$ cat src/rtl/lvds_frame_aligner.sv
// LVDS frame aligner: slips the word boundary until the sampled frame clock matches FRAME_PAT, then emits words.
// Latency: word_out/word_valid one cycle after the boundary; no backpressure (free-running serial stream).
module lvds_frame_aligner #(
    parameter int                WORD_W     = 12,
    parameter logic [WORD_W-1:0] FRAME_PAT  = 12'hFC0,
    parameter int                LOCK_CNT   = 8,
    parameter int                UNLOCK_CNT = 4
) (
    input  logic                      clk_in_int,
    input  logic                      clk_reset,
    input  logic                      en,
    input  logic                      din,
    input  logic                      fclk_smp,
    output logic [WORD_W-1:0]         word_out,
    output logic                      word_valid,
    output logic                      locked,
    output logic [$clog2(WORD_W)-1:0] slip_pos,
    output logic [7:0]                err_cnt
);
    localparam int PW = $clog2(WORD_W);
    localparam int MW = $clog2(LOCK_CNT + 1);
    localparam int UW = $clog2(UNLOCK_CNT + 1);
    localparam logic [PW-1:0] LAST = PW'(WORD_W - 1);

    typedef enum logic [2:0] {
        IDLE   = 3'd0,
        SEARCH = 3'd1,
        VERIFY = 3'd2,
        LOCKED = 3'd3
    } state_t;

    state_t            state;
    logic [PW-1:0]     bit_cnt;
    logic [MW-1:0]     match_cnt;
    logic [UW-1:0]     miss_cnt;
    logic [WORD_W-1:0] d_sr;
    logic [WORD_W-1:0] f_sr;
    logic              slip_pend;
    logic              wb;
    logic              match;

    assign wb    = (bit_cnt == LAST);
    assign match = (f_sr == FRAME_PAT);

    always_ff @(posedge clk_in_int or posedge clk_reset) begin
        if (clk_reset) begin
            state      <= IDLE;
            bit_cnt    <= '0;
            slip_pos   <= '0;
            match_cnt  <= '0;
            miss_cnt   <= '0;
            d_sr       <= '0;
            f_sr       <= '0;
            slip_pend  <= 1'b0;
            word_out   <= '0;
            word_valid <= 1'b0;
            locked     <= 1'b0;
            err_cnt    <= '0;
        end else begin
            d_sr       <= {d_sr[WORD_W-2:0], din};
            f_sr       <= {f_sr[WORD_W-2:0], fclk_smp};
            word_valid <= 1'b0;
            slip_pend  <= 1'b0;

            // A slip freezes bit_cnt for one cycle, pushing every later boundary one bit later.
            if (slip_pend && en) begin
                slip_pos <= (slip_pos == LAST) ? '0 : slip_pos + 1'b1;
                if (slip_pos == LAST && err_cnt != 8'hFF)
                    err_cnt <= err_cnt + 8'd1;
            end else if (wb) begin
                bit_cnt <= '0;
            end else begin
                bit_cnt <= bit_cnt + 1'b1;
            end

            if (!en) begin
                state     <= IDLE;
                match_cnt <= '0;
                miss_cnt  <= '0;
                locked    <= 1'b0;
            end else begin
                case (state)
                    IDLE: state <= SEARCH;
                    SEARCH: begin
                        if (wb) begin
                            if (match) begin
                                state     <= VERIFY;
                                match_cnt <= MW'(1);
                            end else begin
                                slip_pend <= 1'b1;
                            end
                        end
                    end
                    VERIFY: begin
                        if (wb) begin
                            if (!match) begin
                                state     <= SEARCH;
                                match_cnt <= '0;
                                slip_pend <= 1'b1;
                            end else if (int'(match_cnt) + 1 >= LOCK_CNT) begin
                                state     <= LOCKED;
                                match_cnt <= '0;
                                locked    <= 1'b1;
                            end else begin
                                match_cnt <= match_cnt + 1'b1;
                            end
                        end
                    end
                    LOCKED: begin
                        if (wb) begin
                            if (!match && int'(miss_cnt) + 1 >= UNLOCK_CNT) begin
                                // Lost lock: resume searching from the current offset, no slip.
                                state    <= SEARCH;
                                miss_cnt <= '0;
                                locked   <= 1'b0;
                                if (err_cnt != 8'hFF)
                                    err_cnt <= err_cnt + 8'd1;
                            end else begin
                                miss_cnt   <= match ? '0 : miss_cnt + 1'b1;
                                word_out   <= d_sr;
                                word_valid <= 1'b1;
                            end
                        end
                    end
                    default: begin
                        state  <= IDLE;
                        locked <= 1'b0;
                    end
                endcase
            end
        end
    end
endmodule

$ cat config.mk
export PLATFORM = sky130hd
export DESIGN_NAME = lvds_frame_aligner
export DESIGN_NICKNAME = d
export VERILOG_FILES = /design/src/rtl/lvds_frame_aligner.sv
export SDC_FILE = /design/constraint.sdc
export NUM_CORES = 1
export LEC_CHECK = 0
export BUFFER_PORTS_ARGS = -buffer_cell sky130_fd_sc_hd__buf_2
export CORE_ASPECT_RATIO = 1.25
export CORE_MARGIN = 2
export CORE_UTILIZATION = 35
export DETAILED_ROUTE_END_ITERATION = 12
export PLACE_DENSITY = 0.55
export SYNTH_ARGS = -nofsm -noshare
export SYNTH_HDL_FRONTEND = slang
export SYNTH_SLANG_ARGS = --single-unit
$ cat constraint.sdc
create_clock -name clk_in_int -period 2.65 [get_ports clk_in_int]
set_input_delay 0.265 -clock clk_in_int [delete_from_list [all_inputs] [get_ports clk_in_int]]
set_output_delay 0.265 -clock clk_in_int [all_outputs]
set_load 0.005 [all_outputs]
==> results of run 1 <==
## metrics by stage
stage          worst slack (ns)  instances  utilization
6_report                  0.294        360        0.426
5_1_grt                   0.184        360        0.426
4_1_cts                   0.338        360        0.426
3_5_place_dp              0.356        344        0.397
3_3_place_gp              0.417        344        0.397
2_1_floorplan             0.390        223            -
## final cells by class
| cell class | count | area share |
|---|---|---|
| Tap cell | 92 | 0.0366 |
| Multi-Input combinational cell | 145 | 0.320 |
| Inverter | 9 | 0.0107 |
| Clock buffer | 10 | 0.0405 |
| Sequential cell | 64 | 0.509 |
| Clock inverter | 6 | 0.0266 |
| Timing Repair Buffer | 34 | 0.0572 |
## worst max-delay path, delay by kind of cell, from the launching register on
family / cells / cell delay [ns]
AO/OA/AOI/OAI: 2 / 0.36
AND/OR/NAND/NOR: 3 / 1.51
flip-flops: 1 / 0.38
## kinds of logic (layout without fill, tap and decap cells)
logic type / Yosys count / after routing / share of synthesized area
buffers and inverters: 14 / 59 / 0.0234
adder cells (fa/ha/maj): 10 / 10 / 0.0468
multiplexers: 19 / 19 / 0.0787
AND/OR/NAND/NOR: 77 / 77 / 0.151
AO/OA/AOI/OAI: 38 / 38 / 0.0974
flip-flops: 64 / 64 / 0.600
XOR/XNOR: 1 / 1 / 0.00328
## cells in the final DEF, fill, tap and decap left out, types with 4 or more instances in the layout
cell                       count
sky130_fd_sc_hd__dfrtp_1      64
sky130_fd_sc_hd__buf_2        30
sky130_fd_sc_hd__nand2_1      22
sky130_fd_sc_hd__mux2_2       16
sky130_fd_sc_hd__nor2_1       14
sky130_fd_sc_hd__ha_1         10
sky130_fd_sc_hd__o21ai_0       9
sky130_fd_sc_hd__clkbuf_8      9
sky130_fd_sc_hd__a21oi_1       8
sky130_fd_sc_hd__inv_1         8
sky130_fd_sc_hd__nand3_1       7
sky130_fd_sc_hd__nor3_1        7
sky130_fd_sc_hd__and2_1        4
sky130_fd_sc_hd__buf_4         4
## worst max path at each step
| stage | to | slack (ns) |
|---|---|---|
| 2_1_floorplan | word_out[0] | 0.39 |
| 3_3_place_gp | state[1] | 0.42 |
| 3_5_place_dp | state[1] | 0.36 |
| 4_1_cts | state[1] | 0.34 |
| 5_1_grt | state[0] | 0.18 |
| 6_report | state[1] | 0.29 |
## state kept, by name, indices dropped and copies added (netlist names)
name / cells
err_cnt: 8
miss_cnt: 3
bit_cnt: 4
word_valid: 1
f_sr: 12
word_out: 12
state: 2
locked: 1
slip_pos: 4
slip_pend: 1
d_sr: 12
match_cnt: 4
## power by group through the flow
stage / Sequential (W) / Combinational, W / Clock (W)
4_1_cts: 0.00118 / 0.000462 / 0.000910
3_5_place_dp: 0.00120 / 0.000460 / 0
3_3_place_gp: 0.00119 / 0.000448 / 0
5_1_grt: 0.00120 / 0.000519 / 0.000955
2_1_floorplan: 0.00119 / 0.000330 / 0
6_report: 0.00118 / 0.000454 / 0.000879
## per-layer routing
layer  vias to the layer above  global-route usage
li1                        870                   -
met1                       867               0.164
met2                        33               0.193
met3                         6              0.0383
met4                         0              0.0615
met5                         -                   0
==> run summary, run 1 <==
For this design the total switching power over the nets is 0.000665 W. The upper clock frequency limit is 424 MHz. By count the netlist is led by 64 x sky130_fd_sc_hd__dfrtp_1, 22 x sky130_fd_sc_hd__nand2_1, 16 x sky130_fd_sc_hd__mux2_2, 14 x sky130_fd_sc_hd__nor2_1, 10 x sky130_fd_sc_hd__ha_1. The pin count of the biggest net entering global routing is 65. The number of synthesis warnings is 0. The CTS clock-pin slew for the worst setup and hold paths came out at 0.07 ns. The detail-routed via count per cell came out at 4.93. The synthesized net count came out at around 240. The total global routing track utilization is 0.127.

The portion of total power attributed to the clock network came out at 0.350. The critical path data required time came out at 2.87 ns. The post-route cell area came out at 3150 um2. The mean instance size in the synthesized netlist is 12.0 um2. The antenna diode count is 0.

The tightest slew margin relative to the limit is 0.472. 31 I/O pins were placed. The mapped netlist covers 2670 um2. The critical path goes through or4_4 > or3_1 > nor3_1 > a311oi_2 > o22a_2. The net total in the final layout came out at about 280.

The DRC violations left is 0. Dividing total power by cell area gives a power density of 797 nW/um2. The total negative slack for setup checks is 0 ns.

The sequential standard cell area came out at 1600 um2. The clock tree from TritonCTS is yes. The core region area is 7400 um2. The routed wire length is 4.58 mm. The share of total power dissipated in sequential elements is 0.469. The met2 wire length came out at 2.22 mm. The library cell with the largest summed area after synthesis is sky130_fd_sc_hd__dfrtp_1.

After synthesis the netlist holds a flip-flop and latch count of 64. The total die area came out at roughly 8400 um2. The critical path class is reg2reg. The kind of end point of the critical path is a flip-flop. Across all register-to-register paths, the minimum setup slack is 0.29 ns. In this run, synthesis inferred 0 flip-flops with an integrated enable. The number of CTS-inserted buffers is 9. The count of endpoints failing hold in the final timing report came to 0. The effective utilization at floorplan is 0.361. The count of cells along the worst hold path came out at 1. The floorplan step set the die width to 82.1 um. The DRC violation total after the first TritonRoute iteration came out at 83. The endpoint arrival time on the critical path came out at 2.57 ns. The worst hold path endpoint is d_sr[0]. The switching share of power came out at 0.265. The source-to-sink clock delay at the later pin of the worst-skew pair is 0.33 ns. For this design, the CTS-stage hold fixing added 0 buffers. For this run the aggregate overflow at the end of global routing stands at 0.

STA classifies the critical path startpoint as a flip-flop. Summing all placed instances gives a cell area of 2940 um2. The tightest hold path in the finished design has a slack of around 0.037 ns. The initial antenna violation count came out at 0. In the final layout, the share of cells above drive strength 1 is 0.269.

The total clock sinks came out at 64. The startpoint of the most critical setup path is f_sr[1]. The cell with the most instances after synthesis is sky130_fd_sc_hd__dfrtp_1. The class of the most critical hold timing path is in2reg. The smallest clock period supported by the final layout is computed as 2.36 ns.

Setup repair after global routing left no endpoint under its margin. The run finished with clean final reports. Summed over all cells, the static leakage comes to 1.57 nW.

The maximum vdd ir drop is 0.000276 V. Among all flip-flop cells after synthesis, the most frequent one is sky130_fd_sc_hd__dfrtp_1. The post-CTS resize count is 0.

The final weighted congestion in routability-driven placement is 0.734. The worst clock skew came out at 0.00887 ns. The max-slew violation count came out at 0. The critical register-to-register path endpoint is state[1].

The internal portion of the total power is 0.00185 W. The detailed-router iteration count before antenna repair is 4. By area the synthesized netlist is led by sky130_fd_sc_hd__dfrtp_1 60%, sky130_fd_sc_hd__mux2_2 6.7%, sky130_fd_sc_hd__ha_1 4.7%, sky130_fd_sc_hd__nand2_1 3.1%, sky130_fd_sc_hd__nor2_1 2.0%. Input and output buffers added on the ports amount to 30. After detailed routing, the average wire length per cell comes to 12.7 um. On the worst path, the slowest cell contributes a delay of 0.54 ns. Counting along the longest clock path gives a buffer depth of 2.

The cell count of the worst reg-to-reg path is 5. The number of routed nets with antenna violations came out at 0. The H-tree was split into 3 levels. The source of the worst hold timing path is din. The final setup violation count came out at 0. The total area of multi-input combinational cells is 1010 um2. The distinct cell type count of the synthesized netlist came out at 45. The count of mapped cells out of synthesis is ~220. The die outline height is 102 um. The highest metal layer carrying signal wires in the routed design is met4. Clock tree synthesis selected as its root buffer the cell sky130_fd_sc_hd__clkbuf_8. Compared with the post-synthesis result, the final layout area differs by 17.9%.

In this run the critical register-to-register path is launched from f_sr[1]. Across the run, the number of max-cap violations was 0. The routed length on met1 came out at 2.08 mm. The share of synthesized area occupied by flip-flops and latches came out at 0.600. The total half-perimeter wirelength after legalization and detailed placement came out at 3.16 mm.

The post-route total power came out at 0.00251 W. The highest net fanout along the worst path came out at 7. Counting the fill cells in the layout gives 695. The number of buffers added for setup after CTS came out at 0.

The fraction of the cycle the final worst path needs is 0.889. The floorplan has 35 rows. The first-pass GRT wire length came out at 7.96 mm. The actual transition at the worst max-transition pin came out at 0.792 ns. The detailed-route via count is 1776. The area fraction of the dominant cell type after synthesis is 0.600.

The number of global-route vias before repair came out at 1717. In the detailed route, the total length drawn on met3 is roughly 200 um. The cell type of the slowest stage on the worst timing path is sky130_fd_sc_hd__or4_4. The power share of the combinational group came out at 0.181.

The share of flip-flops with an asynchronous set or reset is 1.00.
Note: power is estimated with default switching activity, not from simulation.
==> run 2, diff against run 1 <==
--- a/config.mk
+++ b/config.mk
@@ -6,7 +6,7 @@
 export NUM_CORES = 1
 export LEC_CHECK = 0
 export BUFFER_PORTS_ARGS = -buffer_cell sky130_fd_sc_hd__buf_2
-export CORE_ASPECT_RATIO = 1.25
+export CORE_ASPECT_RATIO = 1.1
 export CORE_MARGIN = 2
 export CORE_UTILIZATION = 35
 export DETAILED_ROUTE_END_ITERATION = 12
==> run 2 against run 1 <==
- register-to-register slack gained 0.09 ns
- non-clock buffer count grew 1
- sequential power barely moved
- clock power up 4.6%
- critical path type unchanged
- highest routed layer unchanged
==> run summary, run 2 (synthesized netlist as in run 1, its figures left out) <==
The upper clock frequency limit came out at 440 MHz. Once the clock tree was built, the resizer swapped 0 gates to a different size. The effective utilization at floorplan came out at 0.359.

The highest net fanout along the worst path came out at 7. The number of global-route vias before repair is 1701. The routed length per placed instance is between 10 and 15 um. In the finished design, the share of the clock period the worst path needs comes to 0.857. Setup violations remaining at the end of the flow were counted as 0. The minimum setup slack among reg-to-reg paths is 0.38 ns. The critical path is of the reg2reg type. Leaving out fill and tap cells, the most frequent cells in the layout are 64 x sky130_fd_sc_hd__dfrtp_1, 30 x sky130_fd_sc_hd__buf_2, 22 x sky130_fd_sc_hd__nand2_1. The number of CTS-inserted buffers is 9. The source-to-sink clock delay at the later pin of the worst-skew pair came out at about 0.34 ns.

The count of endpoints failing hold in the final timing report is 0. The largest registers in the layout are d_sr x12, f_sr x12, word_out x12. The final weighted congestion in routability-driven placement is 0.750. The layout has 720 filler cells. The number of routed nets with antenna violations came out at 0.

For this design the ratio of total power to cell area is 804 nW/um2. The CTS clock-pin slew for the worst setup and hold paths came out at approximately 0.070 ns. The total negative slack for setup checks came out at 0 ns. The pin count of the biggest net entering global routing is 39. The core region area came out at roughly 7400 um2.

The actual transition at the worst max-transition pin came out at between 0.5 and 0.6 ns. The number of buffer cells added on primary ports came out at 30. The first routing iteration left between 100 and 150 violations. The die covers roughly 8300 um2. The worst register-to-register path ends at state[0]. Clock tree synthesis found a total of 64 sinks. The maximum vdd ir drop is 0.000449 V. The initial antenna violation count came out at 0.

The top-level I/O count is 31. The class of the most critical hold timing path is in2reg. The clock tree synthesis step divided the H-tree into 3 levels. STA classifies the critical path endpoint as a flip-flop. The number of buffers added for setup after CTS came out at 0. The routed layout has around 1700 vias. Setup repair after global routing left no endpoint under its margin. Summing all multi-input logic gate instances after layout gives about 1000 um2. The number of rows in the core area is 33. For this design the static power due to leakage is 1.58 nW.

The endpoint arrival time on the critical path is 2.54 ns. The clock tree from TritonCTS is yes. The HPWL after detailed placement is 3.21 mm. The post-route cell area is 3170 um2. The number of buffers added to fix hold violations after cts came out at 1. The startpoint of the most critical register-to-register path is f_sr[1].

The routed wire length is roughly 4.7 mm. The worst clock skew came out at between 0.007 and 0.008 ns. In the final design database the tool counted 279 nets.

In this run the vertical extent of the chip is roughly 96 um. The first TritonRoute pass finished after 4 iterations. The cell count of the worst reg-to-reg path is 5.

The max-slew violation count was 0. The run finished with clean final reports. The sequential standard cell area is approximately 1600 um2. The source of the worst hold timing path is fclk_smp. STA classifies the critical path startpoint as a flip-flop. The tightest slew margin relative to the limit came out at 0.617. The count of cells along the worst hold path came out at 1. The detail-routed via count per cell came out at 4.89.

The pre-CTS setup slack came out at 0.376 ns. The critical path data required time is 2.92 ns. The first-pass GRT wire length came out at 8.07 mm. Across every metal layer, demand over resource in global routing totals 0.126. Of the cells placed in the final design, the portion with a size suffix greater than 1 is 0.271. The sum of overflow across all layers after global routing came out at 0.

The placed standard-cell area is 2940 um2. The area growth from synthesis to layout is 18.8%. The smallest setup slack after layout is 0.380 ns. The repair_antennas step left the layout with diodes totalling 0. Max-cap violations in this run came to 0. The library cell used most frequently in the layout, excluding fill and tap cells, is sky130_fd_sc_hd__dfrtp_1. The horizontal die dimension is 87.3 um. The largest buffer count on any clock path is 2. In this run the clock root is driven by a sky130_fd_sc_hd__clkbuf_8. The path with the worst hold slack has its endpoint at f_sr[0]. The shortest clock period the worst path allows after layout is approximately 2.3 ns.

For this run, design rule violations remaining after detail routing come to 0.
run 2: cell type report:
type,instances,share of cell area
flip-flops and latches,64,0.505
clock inverters,7,0.0304
multi-input cells,145,0.317
repair buffers,35,0.0639
clock buffers,9,0.0390
well taps,87,0.0343
inverters,9,0.0106
run 2: worst max-delay path by stage:
stage	from	endpoint	cells past startpoint
5_1_grt	f_sr[1]	state[1]	5
3_3_place_gp	f_sr[1]	state[0]	5
2_1_floorplan	f_sr[1]	word_out[0]	6
6_report	f_sr[1]	state[0]	5
4_1_cts	f_sr[1]	state[0]	5
3_5_place_dp	f_sr[1]	state[0]	5
run 2: report_power, final:
group | internal [W] | switching (W) | total [W]
clock | 0.000531 | 0.000388 | 0.000919
combinational | 0.000227 | 0.000229 | 0.000456
sequential | 0.00109 | 0.0000846 | 0.00118
total | 0.00185 | 0.000702 | 0.00255
run 2: critical path: stages (launching register included):
cell	delay (ns)
sky130_fd_sc_hd__dfrtp_1	0.38
sky130_fd_sc_hd__or4_4	0.53
sky130_fd_sc_hd__or3_1	0.43
sky130_fd_sc_hd__o311a_1	0.38
sky130_fd_sc_hd__a311oi_2	0.27
sky130_fd_sc_hd__mux2i_1	0.21
run 2: metal layers:
| layer | share of wire | track usage | vias to the layer above |
|---|---|---|---|
| met1 | 0.49 | 0.172 | 840 |
| met5 | 0 | 0 | - |
| met2 | 0.46 | 0.184 | 23 |
| met4 | 0.016 | 0.0667 | 0 |
| met3 | 0.032 | 0.0312 | 7 |
| li1 | - | - | 872 |
run 2: stage by stage:
| step | total power (W) | hold slack, ns | utilization | std cells |
|---|---|---|---|---|
| floorplan | 0.00152 | 0.296 | - | 223 |
| CTS | 0.00259 | 0.0207 | 0.427 | 356 |
| detailed placement | 0.00166 | 0.355 | 0.396 | 339 |
| global route | 0.00271 | 0.0208 | 0.427 | 356 |
| global placement | 0.00165 | 0.356 | 0.396 | 339 |
| finish | 0.00255 | 0.0365 | 0.427 | 356 |
==> run 3, diff against run 2 <==
--- a/config.mk
+++ b/config.mk
@@ -8,9 +8,9 @@
 export BUFFER_PORTS_ARGS = -buffer_cell sky130_fd_sc_hd__buf_2
 export CORE_ASPECT_RATIO = 1.1
 export CORE_MARGIN = 2
-export CORE_UTILIZATION = 35
+export CORE_UTILIZATION = 26
 export DETAILED_ROUTE_END_ITERATION = 12
-export PLACE_DENSITY = 0.55
+export PLACE_DENSITY = 0.45
 export SYNTH_ARGS = -nofsm -noshare
 export SYNTH_HDL_FRONTEND = slang
 export SYNTH_SLANG_ARGS = --single-unit
==> constraint.sdc (replaced) <==
create_clock -name clk_in_int -period 2.79 [get_ports clk_in_int]
set_input_delay 0.279 -clock clk_in_int [delete_from_list [all_inputs] [get_ports clk_in_int]]
set_output_delay 0.279 -clock clk_in_int [all_outputs]
set_load 0.005 [all_outputs]
==> run 3 against run 2 <==
- register-to-register slack improved by 0.14 ns
- clock power down 7.6%
- utilization down 10 points
- first-iteration DRC count down 31%
- sequential cell count unchanged
- cell count rose by 9.3%
- clock skew rose by 0.00073 ns
- critical path depth is the same
- non-clock buffer count did not move
==> run summary, run 3 (synthesized netlist as in run 1, its figures left out) <==
The flow ran to the end, and the final reports show no timing, DRC or antenna violations. The top-level I/O count is 31. The number of rows in the core area came out at 38. Across the run, the number of max-cap violations was 0. The internal power came out at 0.00176 W. For this run, design rule violations remaining after detail routing come to 0.

Setup repair after global routing left no endpoint under its margin. The actual transition at the worst max-transition pin is approximately 0.5 ns. The core region area came out at 9940 um2. Dividing the final minimum period by the clock period gives 0.812. Entering global routing, the biggest net connects 43 pins. Summing all placed instances gives a cell area of 2990 um2. The total clock sinks came out at 64. For this design the static power due to leakage is 1.58 nW. Of the total power, the clock network draws 0.352. After the last flow step, the layout net total stands at ~280. CTS placed an instance of sky130_fd_sc_hd__clkbuf_8 at the clock tree root.

The number of fillers in the final layout is 997. The top cell types in the final layout, fill and taps aside, are 64 x sky130_fd_sc_hd__dfrtp_1, 30 x sky130_fd_sc_hd__buf_2, 22 x sky130_fd_sc_hd__nand2_1. Once detail routing completed, the nets flagged for antenna violations numbered 0. The proportion of layout cells with a drive suffix above 1 came out at 0.268. Buffers inserted during clock tree synthesis total 9.

The number of antenna diodes in the final layout is 0. The largest buffer count on any clock path is 2. The power spent charging and discharging nets is 0.000645 W. The largest registers in the layout are d_sr x12, f_sr x12, word_out x12.

The number of buffers added for setup after CTS came out at 0. The post-route total power came out at 0.00241 W. The critical path data required time is slightly above 3 ns. Final hold analysis gives a worst-case slack of 0.0446 ns. The sum of overflow across all layers after global routing came out at 0. The endpoint arrival time on the critical path came out at 2.53 ns. The final layout contains routed wiring with a total length of between 5 and 6 mm. The highest net fanout along the worst path came out at 7. The detailed-route via count came out at between 1500 and 2000. The DRC violation total after the first TritonRoute iteration came out at 80.

The CTS clock-pin slew for the worst setup and hold paths is 0.07 ns. The shortest clock period the worst path allows after layout is 2.27 ns. The critical path class is reg2reg. Measured against its own limit, the worst slew margin works out to 0.659. The first-pass GRT wire length came out at 8.75 mm. The area added between synthesis and finish is 20.3%. The clock tree from TritonCTS is yes. The worst setup path is captured at a flip-flop.

The power share of the combinational group came out at 0.182. The number of global-route vias before repair came out at around 1800. The sequential share of power came out at 0.466.

The count of H-tree levels built during CTS came out at 3. The effective utilization at floorplan is 0.269. The count of endpoints failing hold in the final timing report came out at 0. The max-slew violation count is 0. The initial antenna violation count is 0. The detail-routed via count per cell is 4.56. Input and output buffers added on the ports amount to 30. The class of the most critical hold timing path is in2reg. The horizontal die dimension is 101 um.

The final cell count without fillers came out at between 300 and 400. The HPWL after detailed placement is 3.50 mm. The source-to-sink clock delay at the later pin of the worst-skew pair came out at ~0.34 ns. The number of buffers added to fix hold violations after cts is 1. The maximum vdd ir drop came out at 0.000391 V. The die outline height came out at 110 um. The total placed cells including tap cells came out at 372. The total negative slack for setup checks is 0 ns.

The total die area is ~11000 um2. The post-route cell area came out at 3210 um2. The areal power density over the cells is ~750 nW/um2. The post-CTS resize count is 0. The detailed-router iteration count before antenna repair is 4.

The worst clock skew came out at approximately 0.0085 ns. The routed length per placed instance is 13.0 um. The most frequent standard cell in the layout excluding fill and tap cells is sky130_fd_sc_hd__dfrtp_1. The final setup violation count is 0. In the global route stage, overall resource usage came out at 0.105. The worst setup path is launched from a flip-flop. The final weighted congestion in routability-driven placement is roughly 0.78.

The upper clock frequency limit came out at 441 MHz. Of the total power, the share spent switching nets is 0.268.
-- run 3: cell count changes in the layout (fill, tap and decap cells not counted) --
cell	delta
sky130_fd_sc_hd__clkbuf_8	+4
sky130_fd_sc_hd__clkinv_4	-3
sky130_fd_sc_hd__bufinv_16	-1
sky130_fd_sc_hd__clkbuf_1	+1
sky130_fd_sc_hd__clkinv_2	-1
-- run 3: final cells by class --
cell class	instances	area, um2	share of cell area
well taps	120	150	0.0467
multi-input cells	145	1010	0.313
flip-flops and latches	64	1600	0.498
clock inverters	2	35.0	0.0109
repair buffers	35	203	0.0631
inverters	9	33.8	0.0105
clock buffers	14	183	0.0569
-- run 3: power by group through the flow --
| stage | clock [W] | sequential (W) | combinational, W |
|---|---|---|---|
| global placement | 0 | 0.00114 | 0.000437 |
| global route | 0.000922 | 0.00114 | 0.000510 |
| floorplan | 0 | 0.00113 | 0.000313 |
| detailed placement | 0 | 0.00114 | 0.000444 |
| finish | 0.000849 | 0.00112 | 0.000439 |
| CTS | 0.000887 | 0.00112 | 0.000446 |
-- run 3: final timing paths --
check / slack [ns] / startpoint / to / cells past startpoint
min reg2reg: 0.37 / d_sr[5] / d_sr[6] / 0
max in group asynchronous: 1.68 / clk_reset / err_cnt[3] / 4
min in group asynchronous: 0.51 / clk_reset / match_cnt[0] / 3
min: 0.04 / fclk_smp / f_sr[0] / 1
max reg2reg: 0.52 / f_sr[1] / state[0] / 5
max: 0.52 / f_sr[1] / state[0] / 5
-- run 3: through the flow --
step            util  setup WS [ns]
2_1_floorplan      -          0.530
4_1_cts        0.323          0.496
3_3_place_gp   0.300          0.540
5_1_grt        0.323          0.361
3_5_place_dp   0.300          0.512
6_report       0.323          0.523
-- run 3: critical path, cell delays in order (launching register included) --
cell and delay (ns):
sky130_fd_sc_hd__dfrtp_1 0.38, sky130_fd_sc_hd__or4_4 0.54, sky130_fd_sc_hd__or3_1 0.44, sky130_fd_sc_hd__o311a_1 0.38
sky130_fd_sc_hd__a311oi_2 0.26, sky130_fd_sc_hd__mux2i_1 0.21
-- run 3: per-layer routing --
layer / routed length, um / GRT usage / up-vias
met5: 0 / 0 / -
met4: 78 / 0.0616 / 0
met3: 272 / 0.0378 / 6
met2: 2310 / 0.144 / 29
met1: 2410 / 0.140 / 868
li1: - / - / 869
